--- src/rtl/ram_rd_stream.sv ---
// Valid/ready read front-end for ram_sync: issues one RAM read per accepted request,
// captures rdata at its fixed arrival cycle and returns responses in order.
module ram_rd_stream #(
    parameter int DATA_WIDTH = 32,
    parameter int ADDR_WIDTH = 8,
    parameter int OUTPUT_REG = 0
) (
    input  logic                  clk,
    input  logic                  rst,
    input  logic [ADDR_WIDTH-1:0] req_addr,
    input  logic                  req_valid,
    output logic                  req_ready,
    output logic [DATA_WIDTH-1:0] rsp_data,
    output logic                  rsp_valid,
    input  logic                  rsp_ready,
    output logic [ADDR_WIDTH-1:0] ram_raddr,
    output logic                  ram_rvalid,
    output logic                  ram_oreg_cen,
    input  logic [DATA_WIDTH-1:0] ram_rdata
);

    localparam int L   = 1 + OUTPUT_REG;
    localparam int CAP = L + 1;
    localparam int CW  = $clog2(CAP + 1);
    localparam int PW  = (CAP > 1) ? $clog2(CAP) : 1;

    logic [L-1:0]          v;
    logic [DATA_WIDTH-1:0] entry [CAP];
    logic [PW-1:0]         rd_ptr;
    logic [PW-1:0]         wr_ptr;
    logic [CW-1:0]         count;
    logic [CW-1:0]         outst;
    logic                  acc;
    logic                  pop;
    logic                  wr;

    function automatic logic [PW-1:0] next_ptr(input logic [PW-1:0] p);
        return (p == PW'(CAP - 1)) ? '0 : p + 1'b1;
    endfunction

    // Outputs are gated by rst so nothing escapes before the reset edge clears state.
    assign rsp_valid    = rst && (count != '0);
    assign pop          = rsp_valid && rsp_ready;
    assign req_ready    = rst && ((outst < CW'(CAP)) || pop);
    assign acc          = req_valid && req_ready;
    assign ram_rvalid   = acc;
    assign ram_raddr    = req_addr;
    assign wr           = v[L-1];
    assign ram_oreg_cen = (OUTPUT_REG != 0) ? (rst && v[0]) : 1'b0;
    assign rsp_data     = entry[rd_ptr];

    always_ff @(posedge clk) begin
        if (!rst) begin
            v <= '0;
        end else begin
            v[0] <= acc;
            for (int unsigned i = 1; i < L; i++) begin
                v[i] <= v[i-1];
            end
        end
    end

    always_ff @(posedge clk) begin
        if (!rst) begin
            rd_ptr <= '0;
            wr_ptr <= '0;
            count  <= '0;
            outst  <= '0;
        end else begin
            if (wr) begin
                wr_ptr <= next_ptr(wr_ptr);
            end
            if (pop) begin
                rd_ptr <= next_ptr(rd_ptr);
            end
            if (wr && !pop) begin
                count <= count + 1'b1;
            end else if (!wr && pop) begin
                count <= count - 1'b1;
            end
            if (acc && !pop) begin
                outst <= outst + 1'b1;
            end else if (!acc && pop) begin
                outst <= outst - 1'b1;
            end
        end
    end

    // count <= outst <= CAP, so the tail slot is always free when a word lands.
    always_ff @(posedge clk) begin
        if (wr) begin
            entry[wr_ptr] <= ram_rdata;
        end
    end

endmodule

--- config.mk ---
export PLATFORM = sky130hd
export DESIGN_NAME = ram_rd_stream
export DESIGN_NICKNAME = d
export VERILOG_FILES = /design/src/rtl/ram_rd_stream.sv
export SDC_FILE = /design/constraint.sdc
export NUM_CORES = 1
export LEC_CHECK = 0
export CAP_MARGIN = 0
export CELL_PAD_IN_SITES_DETAIL_PLACEMENT = 0
export CELL_PAD_IN_SITES_GLOBAL_PLACEMENT = 1
export CORE_ASPECT_RATIO = 1.25
export CORE_MARGIN = 4
export CORE_UTILIZATION = 40
export DETAILED_ROUTE_END_ITERATION = 7
export PLACE_DENSITY = 0.83
export SLEW_MARGIN = 20
export SYNTH_ARGS = -nofsm -noshare
export SYNTH_HDL_FRONTEND = slang
export SYNTH_SLANG_ARGS = --single-unit
--- constraint.sdc ---
create_clock -name clk -period 5.25 [get_ports clk]
set_input_delay 0.7875 -clock clk [delete_from_list [all_inputs] [get_ports clk]]
set_output_delay 0.7875 -clock clk [all_outputs]
set_load 0.01 [all_outputs]
==> results.yml, run 1 <==
route:
  detail-route-antenna-nets: 0
  drc: 0
  detailedRoute.firstPassIterationCount: 4
  vias: 1404
  wirelength_um: 4683
  detailedRoute.firstIterationViolations: 45
  wire_per_inst_um: 15.25
  detail_route.vias_per_cell: 4.573
cells_and_area:
  diodes: 0
  final_net_count: 261
  post-route-util: 0.5583
  area_growth_syn_to_layout_pct: 34.43
  layout.cell_area.non_filler_um2: 3689
  layout.cells.non_filler: 307
  post_route_cells_drive_above_1_share: 0.2273
global_route:
  grt_antenna_before_repair: 0
  grt_max_degree: 34
  grt_first_pass_wirelength_um: 7431
  grt_pass1_vias: 1576
  globalRouteOverflowTotal: 0
  grt_use_total: 0.1231
sta:
  timing_hold_violations_final: 0
  final-max-slew-violation-count: 0
  setup-violations-final: 0
  maxSlewHeadroom: 0.3499
  rsz0062_at_grt: "false"
  timing.final.crit_share: 0.5981
  worst-slew-pin-transition_ns: 0.9731
  setup_tns_ns: 0
  finalWorstPathRequiredPeriod_ns: 3.140
  achievable-frequency_mhz: 318.5
  clock_skew_ns: 0.008662
floorplan:
  standard_cell_core_area_um2: 6606
  dieHeight_um: 100.6
  num_io_pins: 88
  placementRows: 33
  die_w_um: 82.08
  initial_utilization: 0.4153
  die-area_um2: 8257
logic_synthesis:
  synth-warning-count: 0
  post_synth_num_cell_types: 21
  syn-instance-count: 147
  ys_seq_area_frac: 0.7588
  syn-cell-area_um2: 2744
  yosys_register_bits: 72
  post_synth.cell_area_avg_um2: 18.67
  synthesis.nets: 193
flow_run:
  cap_violations: 0
clock_tree:
  clock_latency_ns: 0.33
  cts.clk_slew.worst_paths_ns: 0.07
  cts.path.max_buffers: 2
  post_cts_resized: 0
  clock_sinks: 72
  tritoncts: "built"
  cts-htree-levels: 3
  tritoncts.num_buffers: 9
  cts_root_cell: "sky130_fd_sc_hd__clkbuf_8"
  count_of_hold_buffers_inserted_by_post_cts_repair: 0
  post_cts.repair.setup_buffers: 0
setup_path:
  cp.arrival_ns: 2.35
  timing.setup.critical_path_class: "flop to primary output"
  cp_slowest_stage_delay_ns: 0.79
  crit_slowest_cell: "sky130_fd_sc_hd__dfxtp_1"
  worst_path_cell_trace: "buf_4 > mux2_2 > clkdlybuf4s50_1"
  reg2reg_from: "count[0]"
  critical_path_buf_inv_count: 2
  cp_data_required_time_ns: 4.46
  crit_path_max_fanout: 17
  cp-end-kind: "primary output"
  worst_setup_path_start_kind: "flop"
  critical_path.top_delay_family: "buffers and inverters"
status:
  status: "finished clean"
placement:
  finalWeightedCongestion: 0.6629
  post_place_cell_area_um2: 3471
  dp_hpwl_um: 3181
  dp_cells: 291
  port_buffers: 70
min_path:
  min-delay-start: "outst[1]"
  hp_class: "flop to flop"
power_and_ir_drop:
  total_power_uw: 1392
  vdd.ir_drop.worst_mv: 0.1815
  p_leak_uw: 0.001247
  pwr_density_cell_nw_per_um2: 377.5
[synth_stat cells (all sizes together)]
library cell / n / share of area
and2: 6 / 0.015
or3: 2 / 0.0046
clkbuf: 2 / 0.0032
buf: 12 / 0.033
ha: 2 / 0.0091
conb: 1 / 0.0014
xor2: 2 / 0.0064
o21ai: 3 / 0.0055
edfxtp: 64 / 0.70
dfxtp: 8 / 0.058
mux2: 32 / 0.13
a21boi: 2 / 0.0055
nand2: 2 / 0.0027
o21a: 2 / 0.0055
xnor2: 3 / 0.0096
and3: 2 / 0.0046
nor2b: 2 / 0.0046
[worst paths after layout]
path / slack (ns) / depth (start not counted) / endpoint
worst max-delay path: 2.11 / 3 / rsp_data[19]
worst max register to register: 3.37 / 6 / outst[1]
worst min-delay path: 0.51 / 2 / outst[1]
worst min register to register: 0.51 / 2 / outst[1]
[flip-flops by register name (all words and copies together), names as in the netlist, named ones only]
name    count
entry      64
count       2
outst       2
rd_ptr      1
v           1
wr_ptr      1
[power by group]
| group | leakage, uW | internal (uW) | switching [uW] |
|---|---|---|---|
| sequential | 0.000652 | 662 | 22.9 |
| combinational | 0.000487 | 160 | 94.4 |
| clock | 0.000108 | 262 | 192 |
[cell families after synthesis]
kind of cell,count (synthesis),synth area share
multiplexers,32,0.1313
buffers and inverters,14,0.03602
other,1,0.001367
AO/OA/AOI/OAI,7,0.01641
XOR/XNOR,5,0.01596
AND/OR/NAND/NOR,14,0.03100
flip-flops,72,0.7588
adder cells (fa/ha/maj),2,0.009118
[stage by stage]
stage          hold slack, ns  setup slack, ns
6_report               0.5113            2.110
5_1_grt                0.5605            1.936
4_1_cts                0.5108            2.020
3_5_place_dp           0.5008            2.202
3_3_place_gp           0.4966            2.244
2_1_floorplan          0.4644            2.977
[worst register-to-register path, cell delays in order (launching register included)]
cell and delay, ns:
sky130_fd_sc_hd__dfxtp_1 0.35, sky130_fd_sc_hd__o21ai_0 0.27, sky130_fd_sc_hd__nand2_1 0.12, sky130_fd_sc_hd__and3_1 0.22, sky130_fd_sc_hd__ha_1 0.33, sky130_fd_sc_hd__or3_1 0.35, sky130_fd_sc_hd__a21boi_0 0.16
[placed cells by master, fill, tap and decap left out, types with 2 or more instances in the layout]
master,n
sky130_fd_sc_hd__or3_1,2
sky130_fd_sc_hd__and3_1,2
sky130_fd_sc_hd__xnor2_1,3
sky130_fd_sc_hd__xor2_1,2
sky130_fd_sc_hd__nand2_1,2
sky130_fd_sc_hd__o21ai_0,3
sky130_fd_sc_hd__edfxtp_1,64
sky130_fd_sc_hd__clkdlybuf4s50_1,70
sky130_fd_sc_hd__and2_2,3
sky130_fd_sc_hd__dfxtp_1,8
sky130_fd_sc_hd__ha_1,2
sky130_fd_sc_hd__and2_1,3
sky130_fd_sc_hd__mux2_2,30
sky130_fd_sc_hd__o21a_1,2
sky130_fd_sc_hd__mux2_1,2
sky130_fd_sc_hd__clkbuf_8,10
[area by class of cell]
| cell class | count | area [um2] |
|---|---|---|
| repair buffers | 71 | 708.2 |
| multi-input cells | 61 | 571.8 |
| clock buffers | 12 | 166.4 |
| fillers | 541 | 2918 |
| flip-flops and latches | 72 | 2082 |
| clock inverters | 4 | 51.30 |
| well taps | 87 | 108.9 |
[metal layers]
layer / vias to the layer above / routed length (um) / track usage
li1: 679 / - / -
met2: 46 / 2493 / 0.2172
met5: - / 0 / 0
met4: 0 / 53 / 0.06522
met3: 9 / 379 / 0.04204
met1: 670 / 1757 / 0.1251
(Power assumes the default switching activity.)
==> inputs of run 2 (changes only) <==
Settings changed: CORE_UTILIZATION 40 to 37, PLACE_DENSITY 0.83 to 0.78.
Clock period 5.25 ns to 2.9 ns, I/O delays scaled along.
==> results.yml, run 2 (same netlist as run 1, synthesis figures left out) <==
flow_run:
  cap_violations: 0
setup_path:
  cp_data_required_time_ns: 2.47
  worst_setup_path_start_kind: "primary input"
  reg2reg_from: "count[0]"
  crit_path_max_fanout: 3
  cp-end-kind: "primary output"
  reg2regPathDepth: 6
  timing.setup.critical_path_class: "primary input to primary output"
  crit-reg2reg-capture: "outst[1]"
  cp.arrival_ns: 1.92
  ff2ff_setup_slack_ns: 0.99
min_path:
  worst_hold_path.endpoint: "outst[1]"
  hp_class: "flop to flop"
  timing.hold.worst_path_depth: 2
  min-delay-start: "outst[1]"
sta:
  rsz0062_at_grt: "false"
  finalWorstPathRequiredPeriod_ns: 2.353
  timing_hold_violations_final: 0
  setup-violations-final: 0
  setup_tns_ns: 0
  clock_skew_ns: 0.006881
  final-max-slew-violation-count: 0
  timing.final.crit_share: 0.8114
  achievable-frequency_mhz: 425.0
  worst_hold_slack_ns: 0.5007
clock_tree:
  tritoncts.num_buffers: 9
  cts.clk_slew.worst_paths_ns: 0.07
  cts.path.max_buffers: 2
  post_cts.repair.setup_buffers: 0
  tritoncts: "built"
  post_cts_resized: 0
  clock_latency_ns: 0.34
  cts_root_cell: "sky130_fd_sc_hd__clkbuf_8"
  clock_sinks: 72
  cts-htree-levels: 3
  count_of_hold_buffers_inserted_by_post_cts_repair: 0
floorplan:
  num_io_pins: 88
  die_w_um: 85.03
  placementRows: 34
  initial_utilization: 0.3862
  dieHeight_um: 104.3
  die-area_um2: 8866
  standard_cell_core_area_um2: 7104
global_route:
  grt_use_total: 0.1161
  grt_pass1_vias: 1550
  grt_max_degree: 33
  grt_antenna_before_repair: 0
  globalRouteOverflowTotal: 0
  grt_first_pass_wirelength_um: 7693
cells_and_area:
  diodes: 0
  post_route_cells_drive_above_1_share: 0.2332
  final_cell_mix: "sky130_fd_sc_hd__clkdlybuf4s50_1 (70), sky130_fd_sc_hd__edfxtp_1 (64), sky130_fd_sc_hd__mux2_2 (30)"
  largest_reg_flops: 64
  largestRegisters: "entry: 64 flops, count: 2 flops, outst: 2 flops"
  final_net_count: 265
  commonest_non_fill_non_tap_cell_in_the_layout: "sky130_fd_sc_hd__clkdlybuf4s50_1"
  largest-register: "entry"
  area_growth_syn_to_layout_pct: 35.29
route:
  drc: 0
  detailedRoute.firstPassIterationCount: 2
  detail-route-antenna-nets: 0
  wirelength_um: 4890
  detailedRoute.firstIterationViolations: 41
  wire_per_inst_um: 15.62
  vias: 1457
  detail_route.vias_per_cell: 4.655
power_and_ir_drop:
  p_leak_uw: 0.001262
  pwr_density_cell_nw_per_um2: 683.2
  vdd.ir_drop.worst_mv: 0.3025
placement:
  dp_hpwl_um: 3201
  finalWeightedCongestion: 0.6468
  port_buffers: 70
status:
  status: "finished clean"
-- run 2: cell types whose count changed in the layout (fill, tap and decap cells not counted), sizes merged --
cell	delta
bufinv	+1
clkbuf	-3
buf	+4
clkinv	+1
-- run 2: final cells by class --
cell class                      instances  area (um2)
Multi-Input combinational cell         61       570.5
Sequential cell                        72        2082
Tap cell                               90       112.6
Clock buffer                            9       123.9
Clock inverter                          6       85.08
Fill cell                             591        3392
Timing Repair Buffer                   75       738.2
-- run 2: layer usage --
layer	global-route usage	up-vias	routed length, um
met2	0.1950	56	2458
met4	0.06561	0	105
met3	0.03407	10	324
met5	0	-	0
met1	0.1292	706	2001
li1	-	685	-
-- run 2: where the power goes --
part	total (uW)	internal, uW	switching [uW]
combinational	488	295	192
sequential	1220	1200	24.3
clock	826	476	350
-- run 2: metrics by stage --
step / area (um2) / utilization / std cells / total power [uW] / setup slack [ns]
2_1_floorplan: 2744 / - / 147 / 1506 / 0.6274
3_3_place_gp: 3503 / 0.4931 / 298 / 1733 / 0.5298
6_report: 3712 / 0.5225 / 313 / 2536 / 0.5468
4_1_cts: 3712 / 0.5225 / 313 / 2582 / 0.5172
5_1_grt: 3712 / 0.5225 / 313 / 2664 / 0.4367
3_5_place_dp: 3503 / 0.4931 / 298 / 1742 / 0.5346
-- run 2: worst max path at each step --
stage               from     endpoint  slack [ns]
6_report       rsp_ready   ram_rvalid        0.55
5_1_grt        rsp_ready   ram_rvalid        0.44
4_1_cts        rsp_ready   ram_rvalid        0.52
3_5_place_dp   rsp_ready   ram_rvalid        0.53
3_3_place_gp   rsp_ready   ram_rvalid        0.53
2_1_floorplan          v  entry[0][0]        0.63
-- run 2: worst max-delay path: stages --
cell and delay (ns):
sky130_fd_sc_hd__clkdlybuf4s50_1 0.47, sky130_fd_sc_hd__o21ai_0 0.14, sky130_fd_sc_hd__nand2_1 0.13, sky130_fd_sc_hd__and3_1 0.19, sky130_fd_sc_hd__clkdlybuf4s50_1 0.54
